--- src/rtl/hwpe_apb_periph_bridge.sv ---
// APB slave to HWPE peripheral-port bridge: one transaction in flight, with a
// timeout on both the grant and the response phase.
module hwpe_apb_periph_bridge #(
    parameter int unsigned          ID_WIDTH  = 16,
    parameter logic [ID_WIDTH-1:0]  BRIDGE_ID = '0,
    parameter int unsigned          TIMEOUT   = 255
) (
    input  logic                clk,
    input  logic                rst,

    input  logic                psel,
    input  logic                penable,
    input  logic                pwrite,
    input  logic [31:0]         paddr,
    input  logic [31:0]         pwdata,
    input  logic [3:0]          pstrb,
    output logic                pready,
    output logic                pslverr,
    output logic [31:0]         prdata,

    output logic                periph_req,
    input  logic                periph_gnt,
    output logic [31:0]         periph_add,
    output logic                periph_wen,
    output logic [3:0]          periph_be,
    output logic [31:0]         periph_data,
    output logic [ID_WIDTH-1:0] periph_id,

    input  logic                periph_r_valid,
    input  logic [31:0]         periph_r_data,
    input  logic [ID_WIDTH-1:0] periph_r_id
);

    localparam int unsigned CNT_W = 17;

    typedef enum logic [1:0] {
        IDLE = 2'd0,
        REQ  = 2'd1,
        RESP = 2'd2,
        DONE = 2'd3
    } state_t;

    state_t            state_q;
    logic [CNT_W-1:0]  cnt_q;
    logic [CNT_W-1:0]  cnt_inc_c;
    logic              cnt_hit_c;
    logic              rsp_match_c;

    // Timeout fires in the cycle whose increment would make the count reach TIMEOUT.
    assign cnt_inc_c   = cnt_q + CNT_W'(1);
    assign cnt_hit_c   = (cnt_inc_c == CNT_W'(TIMEOUT));
    assign rsp_match_c = periph_r_valid && (periph_r_id == BRIDGE_ID);

    assign periph_id = BRIDGE_ID;

    // Transaction FSM; every APB and periph output is registered.
    always_ff @(posedge clk) begin
        if (rst) begin
            state_q     <= IDLE;
            cnt_q       <= '0;
            pready      <= 1'b0;
            pslverr     <= 1'b0;
            prdata      <= '0;
            periph_req  <= 1'b0;
            periph_add  <= '0;
            periph_data <= '0;
            periph_be   <= '0;
            periph_wen  <= 1'b1;
        end else begin
            pready  <= 1'b0;
            pslverr <= 1'b0;
            prdata  <= '0;

            case (state_q)
                IDLE: begin
                    if (psel && !penable) begin
                        periph_add  <= paddr;
                        periph_data <= pwdata;
                        periph_be   <= pwrite ? pstrb : 4'hF;
                        periph_wen  <= ~pwrite;
                        periph_req  <= 1'b1;
                        cnt_q       <= '0;
                        state_q     <= REQ;
                    end
                end

                REQ: begin
                    if (cnt_hit_c) begin
                        periph_req <= 1'b0;
                        pready     <= 1'b1;
                        pslverr    <= 1'b1;
                        state_q    <= DONE;
                    end else if (periph_gnt) begin
                        periph_req <= 1'b0;
                        cnt_q      <= '0;
                        state_q    <= RESP;
                    end else begin
                        cnt_q <= cnt_inc_c;
                    end
                end

                RESP: begin
                    if (cnt_hit_c) begin
                        pready  <= 1'b1;
                        pslverr <= 1'b1;
                        state_q <= DONE;
                    end else if (rsp_match_c) begin
                        // Write responses complete the transfer but return no data.
                        pready  <= 1'b1;
                        prdata  <= periph_wen ? periph_r_data : 32'h0;
                        state_q <= DONE;
                    end else begin
                        cnt_q <= cnt_inc_c;
                    end
                end

                DONE: begin
                    state_q <= IDLE;
                end

                default: begin
                    state_q <= IDLE;
                end
            endcase
        end
    end

endmodule
--- config.mk ---
export PLATFORM = sky130hd
export DESIGN_NAME = hwpe_apb_periph_bridge
export DESIGN_NICKNAME = d
export VERILOG_FILES = /design/src/rtl/hwpe_apb_periph_bridge.sv
export SDC_FILE = /design/constraint.sdc
export NUM_CORES = 1
export LEC_CHECK = 0
export CAP_MARGIN = 10
export CELL_PAD_IN_SITES_DETAIL_PLACEMENT = 0
export CELL_PAD_IN_SITES_GLOBAL_PLACEMENT = 2
export CORE_ASPECT_RATIO = 1.5
export CORE_MARGIN = 4
export CORE_UTILIZATION = 24
export CTS_CLUSTER_DIAMETER = 60
export CTS_CLUSTER_SIZE = 10
export DETAILED_ROUTE_END_ITERATION = 8
export GPL_TIMING_DRIVEN = 1
export PLACE_DENSITY = 0.83
export SLEW_MARGIN = 20
export SYNTH_ARGS = -nofsm -noshare
export SYNTH_HDL_FRONTEND = slang
export SYNTH_SLANG_ARGS = --single-unit
--- constraint.sdc ---
create_clock -name clk -period 5.7 [get_ports clk]
set_clock_uncertainty 0.1 [all_clocks]
set_input_delay 1.425 -clock clk [delete_from_list [all_inputs] [get_ports clk]]
set_output_delay 1.425 -clock clk [all_outputs]
set_load 0.02 [all_outputs]
After elaboration in Yosys (flattened, before gate mapping)
Cells that the tools add are included.

Register bits: 123. Latch bits: 0. RAM bits: 0. Memory bits (read-only): 0. Bits of input ports: 123. Logic and storage cells: 61. Memories: 0.

$add $sub $neg: 1. $mul: 0. Divide/modulo/power cells: 0. Magnitude comparators: 0. Eq/ne operators: 10. Shift-type cells: 0. Multiplexer cells: 21. Bitwise gates (word level): 5. Reductions and logical operators: 14.

Operator list (number): 2-to-1 mux 17 bit (5); one-hot mux 17 bit (3 select lines) (1); adder 17 x 1 -> 17 bit, second input constant (1); equality test 17 x 8 -> 1 bit, second input constant (1); logical NOT 16 bit (1); 2-to-1 mux 2 bit (5); inequality test 2 bit, second input constant (4); one-hot mux 2 bit (4 select lines) (1); 2-to-1 mux 1 bit (6); inequality test 3 bit, second input constant (2); AND reduction 3 bit (2); inverter 1 bit (5); AND reduction 5 bit (1); OR reduction 5 bit (1); equality test 2 bit, second input constant (2); 2-to-1 mux 4 bit (1); one-hot mux 1 bit (2 select lines) (2); OR reduction 2 bit (2); nonzero test 3 bit (1); equality test 2 x 1 -> 1 bit, second input constant (1); logical AND 1 bit (2); logical NOT 2 bit (1); AND reduction 2 bit (1); nonzero test 2 bit (1); logical NOT 1 bit (1).

Longest topological paths before layout
Depth after elaboration: 5. Depth in mapped cells: 11. Depth with buffers taken out: 9.

Worst setup path after synthesis
OpenSTA, ideal clock, no wires.

Path kind: input port to flip-flop. Start point: input periph_r_id[1]. End point: register cnt_q[11]. Setup time: 0.122 ns. Data arrival time: 3.137 ns. Required time: 5.478 ns. Setup slack: 2.342 ns. Stages: 8. Buffers on the path: 1. Path through: or4_1 -> nor4_1 -> nand2_1 -> a21boi_2 -> nand3_1 -> buf_2 -> nor2_1 -> a221o_1.

Longest elaborated chain between the ends: 4.

RTL lines: start, declared (RTL line 31) `input logic [ID_WIDTH-1:0] periph_r_id`; logical NOT 16 bit (RTL line 52) `assign rsp_match_c = periph_r_valid && (periph_r_id == BRIDGE_ID);`; logical AND 1 bit (RTL line 52); inequality test 2 bit (no line); AND reduction 5 bit (no line); end signal, assigned (RTL line 98) `cnt_q <= cnt_inc_c;`; end signal, assigned (RTL line 113) `cnt_q <= cnt_inc_c;`; end, declared (RTL line 44) `logic [CNT_W-1:0] cnt_q;`.

Every way passes these cells. A chain may end at the register's enable or synchronous reset.

Worst setup path after layout
Start point: input periph_r_id[1]. End point: register cnt_q[15].

Same word-level chain as after synthesis.

==> flow_metrics.env <==
export IMPL_status="complete, no violations"
export IMPL_arrival_ns=3.94
export IMPL_ys_top_cells_by_area="dfxtp_1 (50%), nand2_1 (11%), a21oi_1 (7.0%)"
export IMPL_drt_initial_drc_count=189
export IMPL_crit_type="input port to flop"
export IMPL_yosys_area_share_xor_xnor_pct=1.24
export IMPL_crit_path_start_kind="input port"
export IMPL_synthAdderAreaFrac_pct=1.51
export IMPL_fin_crit_ns=3.73
export IMPL_cp_end_kind="flop"
export IMPL_ios=243
export IMPL_ff2ff_setup_slack_ns=2.42
export IMPL_min_from="periph_add[22]"
export IMPL_fin_tns_setup_ns=0
export IMPL_p_per_area_nw_per_um2=327
export IMPL_internal_power_mw=1.87
export IMPL_htreeDepth=4
export IMPL_rsz0062_at_grt="no"
export IMPL_crit_family="simple AND/OR/NAND/NOR gates"
export IMPL_grt_pass1_wl_mm=25.3
export IMPL_antenna_left=0
export IMPL_final_period_utilization_pct=65.4
export IMPL_power_frac_seq_pct=37.0
export IMPL_syn_avg_cell_area_um2=8.52
export IMPL_p_comb_share_pct=21.0
export IMPL_area_growth_pct=60.5
export IMPL_numCtsBuffers=17
export IMPL_worstMarginPinSlew_ns=0.935
export IMPL_vias=4597
export IMPL_yosys_top_cells_count="nand2_1 (142), dfxtp_1 (123), a21oi_1 (69), and2_1 (36), nor2_1 (27)"
export IMPL_cts_root_buf="clkbuf_16"
export IMPL_synth_simple_gate_area_share_pct=26.7
export IMPL_cts_tree="done"
export IMPL_cts_resized=0
export IMPL_clkPwrFrac_pct=42.0
export IMPL_rr_worst_depth=9
export IMPL_design_core_area_um2=20300
export IMPL_power_switching_uw=733
export IMPL_synth_area_um2=4960
export IMPL_setup_ws_ns=1.97
export IMPL_r2r_end="cnt_q[10]"
export IMPL_num_antenna_cells=0
export IMPL_numPortBuffers=226
export IMPL_crit_path_cell_trace="clkdlybuf4s50_1 > or4_1 > nor4_1 > nand2_1 > a21boi_2 > nand3_1 > nor3_1 > a221o_1"
export IMPL_synth_compound_area_share_pct=13.2
export IMPL_yosysMostFrequentCell="nand2_1"
export IMPL_dp_hpwl_mm=12.4
export IMPL_synth_edf_count=0
export IMPL_chipHeight_um=184
export IMPL_power_switching_share_pct=28.2
export IMPL_slew_limit_headroom_pct=37.6
export IMPL_min_to="periph_add[22]"
export IMPL_holdPathStages=2
export IMPL_ctsHoldBuffers=0
export IMPL_drc=0
export IMPL_die_x_um=125
export IMPL_drt_wirelength_per_cell_um=15.6
export IMPL_synth_top_family_by_area="simple AND/OR/NAND/NOR gates"
export IMPL_ys_seq_area_share_pct=49.7
export IMPL_drv_cap=0
export IMPL_placed_cells=1037
export IMPL_grtUsageTotal_pct=14.2
export IMPL_muxShareOfSynthArea_pct=0.807
export IMPL_critPathSlowestCell="or4_1"
export IMPL_critPathMaxStageDelay_ns=0.52
export IMPL_yosys_area_top_type="dfxtp_1"
export IMPL_r2r_start="cnt_q[0]"
export IMPL_ys_ff_latch=123
export IMPL_numClockSinks=123
export IMPL_critPathMaxFanout=13
export IMPL_place_gp_congestion=0.771
export IMPL_fin_util_pct=39.1
export IMPL_antenna_found_initial=0
export IMPL_async_reset_ff_share_pct=0
export IMPL_drt_first_pass_iters=4
export IMPL_ys_types=56
export IMPL_grt_pass1_vias=4534
export IMPL_clock_path_buffers=2
export IMPL_drive_gt1_share_pct=6.46
export IMPL_final_cell_count_no_fill=1069
export IMPL_hold_path_class="flop to flop"
export IMPL_ir_drop_v=0.000210
export IMPL_setup_viol=0
export IMPL_rows=64
export IMPL_start_util_pct=24.4
export IMPL_grt_overflow_total=0
export IMPL_path_buf_inv=1
export IMPL_vias_per_cell=4.30
export IMPL_synth_cells=582
export IMPL_fmax_ghz=0.268
export IMPL_clk_pin_slew_ns=0.06
export IMPL_finalHoldViolations=0
export IMPL_final_nets=921
export IMPL_cp_required_ns=5.91
export IMPL_wirelength_mm=16.7
export IMPL_clk_insertion_delay_late_ns=0.42
export IMPL_dp_slack_ns=1.46
export IMPL_yosys_warnings=0
export IMPL_cts_setup_buffers=0
export IMPL_final_max_slew_viol_count=0
export IMPL_power_total_mw=2.60
export IMPL_ys_flop_type="dfxtp_1"
export IMPL_grt_max_degree=78
export IMPL_leakage_nw=2.90
export IMPL_synth_top_area_share_pct=49.7
export IMPL_dieArea_um2=23100
-- flip-flops by register name, indices dropped and copies added (netlist names), 2 cells and up --
name / count
periph_add: 32
periph_data: 32
periph_be: 4
state_q: 2
cnt_q: 17
prdata: 32
-- through the flow --
| stage | hold WS, ns | instance area [um2] |
|---|---|---|
| after floorplan | 0.389 | 5010 |
| after global placement | 0.341 | 7370 |
| after detailed placement | 0.346 | 7370 |
| after CTS | 0.353 | 7960 |
| after global routing | 0.368 | 7960 |
| final | 0.350 | 7960 |
-- power by group through the flow --
stage	clock [mW]	combinational (mW)	sequential [mW]
2_1_floorplan	0	0.214	1.05
3_3_place_gp	0	0.557	0.981
4_1_cts	1.13	0.558	0.965
3_5_place_dp	0	0.556	0.983
5_1_grt	1.16	0.596	0.973
6_report	1.09	0.546	0.964
-- worst register-to-register path, stage by stage, from the launching register on --
cell and delay, ns:
dfxtp_1 0.49, ha_1 0.43, inv_1 0.14, a211o_1 0.29, a211oi_1 0.38, a211oi_2 0.15
a21boi_2 0.26, nand3_1 0.48, o21ba_2 0.37, a31oi_1 0.12
-- placed cells by master, fill, tap and decap left out, types with 3 or more instances in the layout --
cell type          n
clkdlybuf4s50_1  225
nand2_1          142
dfxtp_1          123
a21oi_1           69
and2_1            36
nor2_1            26
clkbuf_16         17
conb_1            16
nor3_1            13
nand3_1           11
inv_1             10
nand4_1            8
xnor2_1            6
o21ai_0            6
ha_1               6
or2_2              4
nor3b_1            4
mux2i_1            4
a221o_1            4
o31ai_1            4
clkinvlp_4         4
nand2b_1           3
nor4_1             3
and3_1             3
a211o_1            3
nand3b_1           3
a21o_1             3
o22a_1             3
clkbuf_1           3
clkinv_2           3
bufinv_16          3
buf_4              3
-- worst max path at each step --
| stage | start | end | slack [ns] | cells after the start |
|---|---|---|---|---|
| 4_1_cts | periph_r_id[1] | cnt_q[15] | 1.91 | 8 |
| 2_1_floorplan | periph_r_id[1] | cnt_q[11] | 2.34 | 8 |
| 3_3_place_gp | periph_r_id[1] | cnt_q[16] | 1.53 | 8 |
| 5_1_grt | periph_r_id[0] | cnt_q[11] | 1.75 | 8 |
| 6_report | periph_r_id[1] | cnt_q[15] | 1.97 | 8 |
| 3_5_place_dp | periph_r_id[1] | cnt_q[15] | 1.46 | 8 |
-- cell families after synthesis --
group                    after synthesis
multiplexers                           4
XOR/XNOR                               7
other                                  1
AND/OR/NAND/NOR                      270
adder cells (fa/ha/maj)                6
buffers and inverters                 64
flip-flops                           123
AO/OA/AOI/OAI                        107
-- per-layer routing --
layer / up-vias / wire (um) / track usage [%]
li1: 2327 / - / -
met1: 2086 / 6230 / 14.5
met2: 160 / 8870 / 25.8
met3: 24 / 1210 / 5.58
met4: 0 / 363 / 5.82
met5: - / 0 / 0
-- layout make-up --
class	instances	area (um2)
clock buffers	21	450
clock inverters	11	144
fillers	2106	12400
inverters	10	37.5
multi-input cells	410	2240
flip-flops and latches	123	2460
well taps	264	330
repair buffers	230	2300
Note: power is estimated with default switching activity, not from simulation.
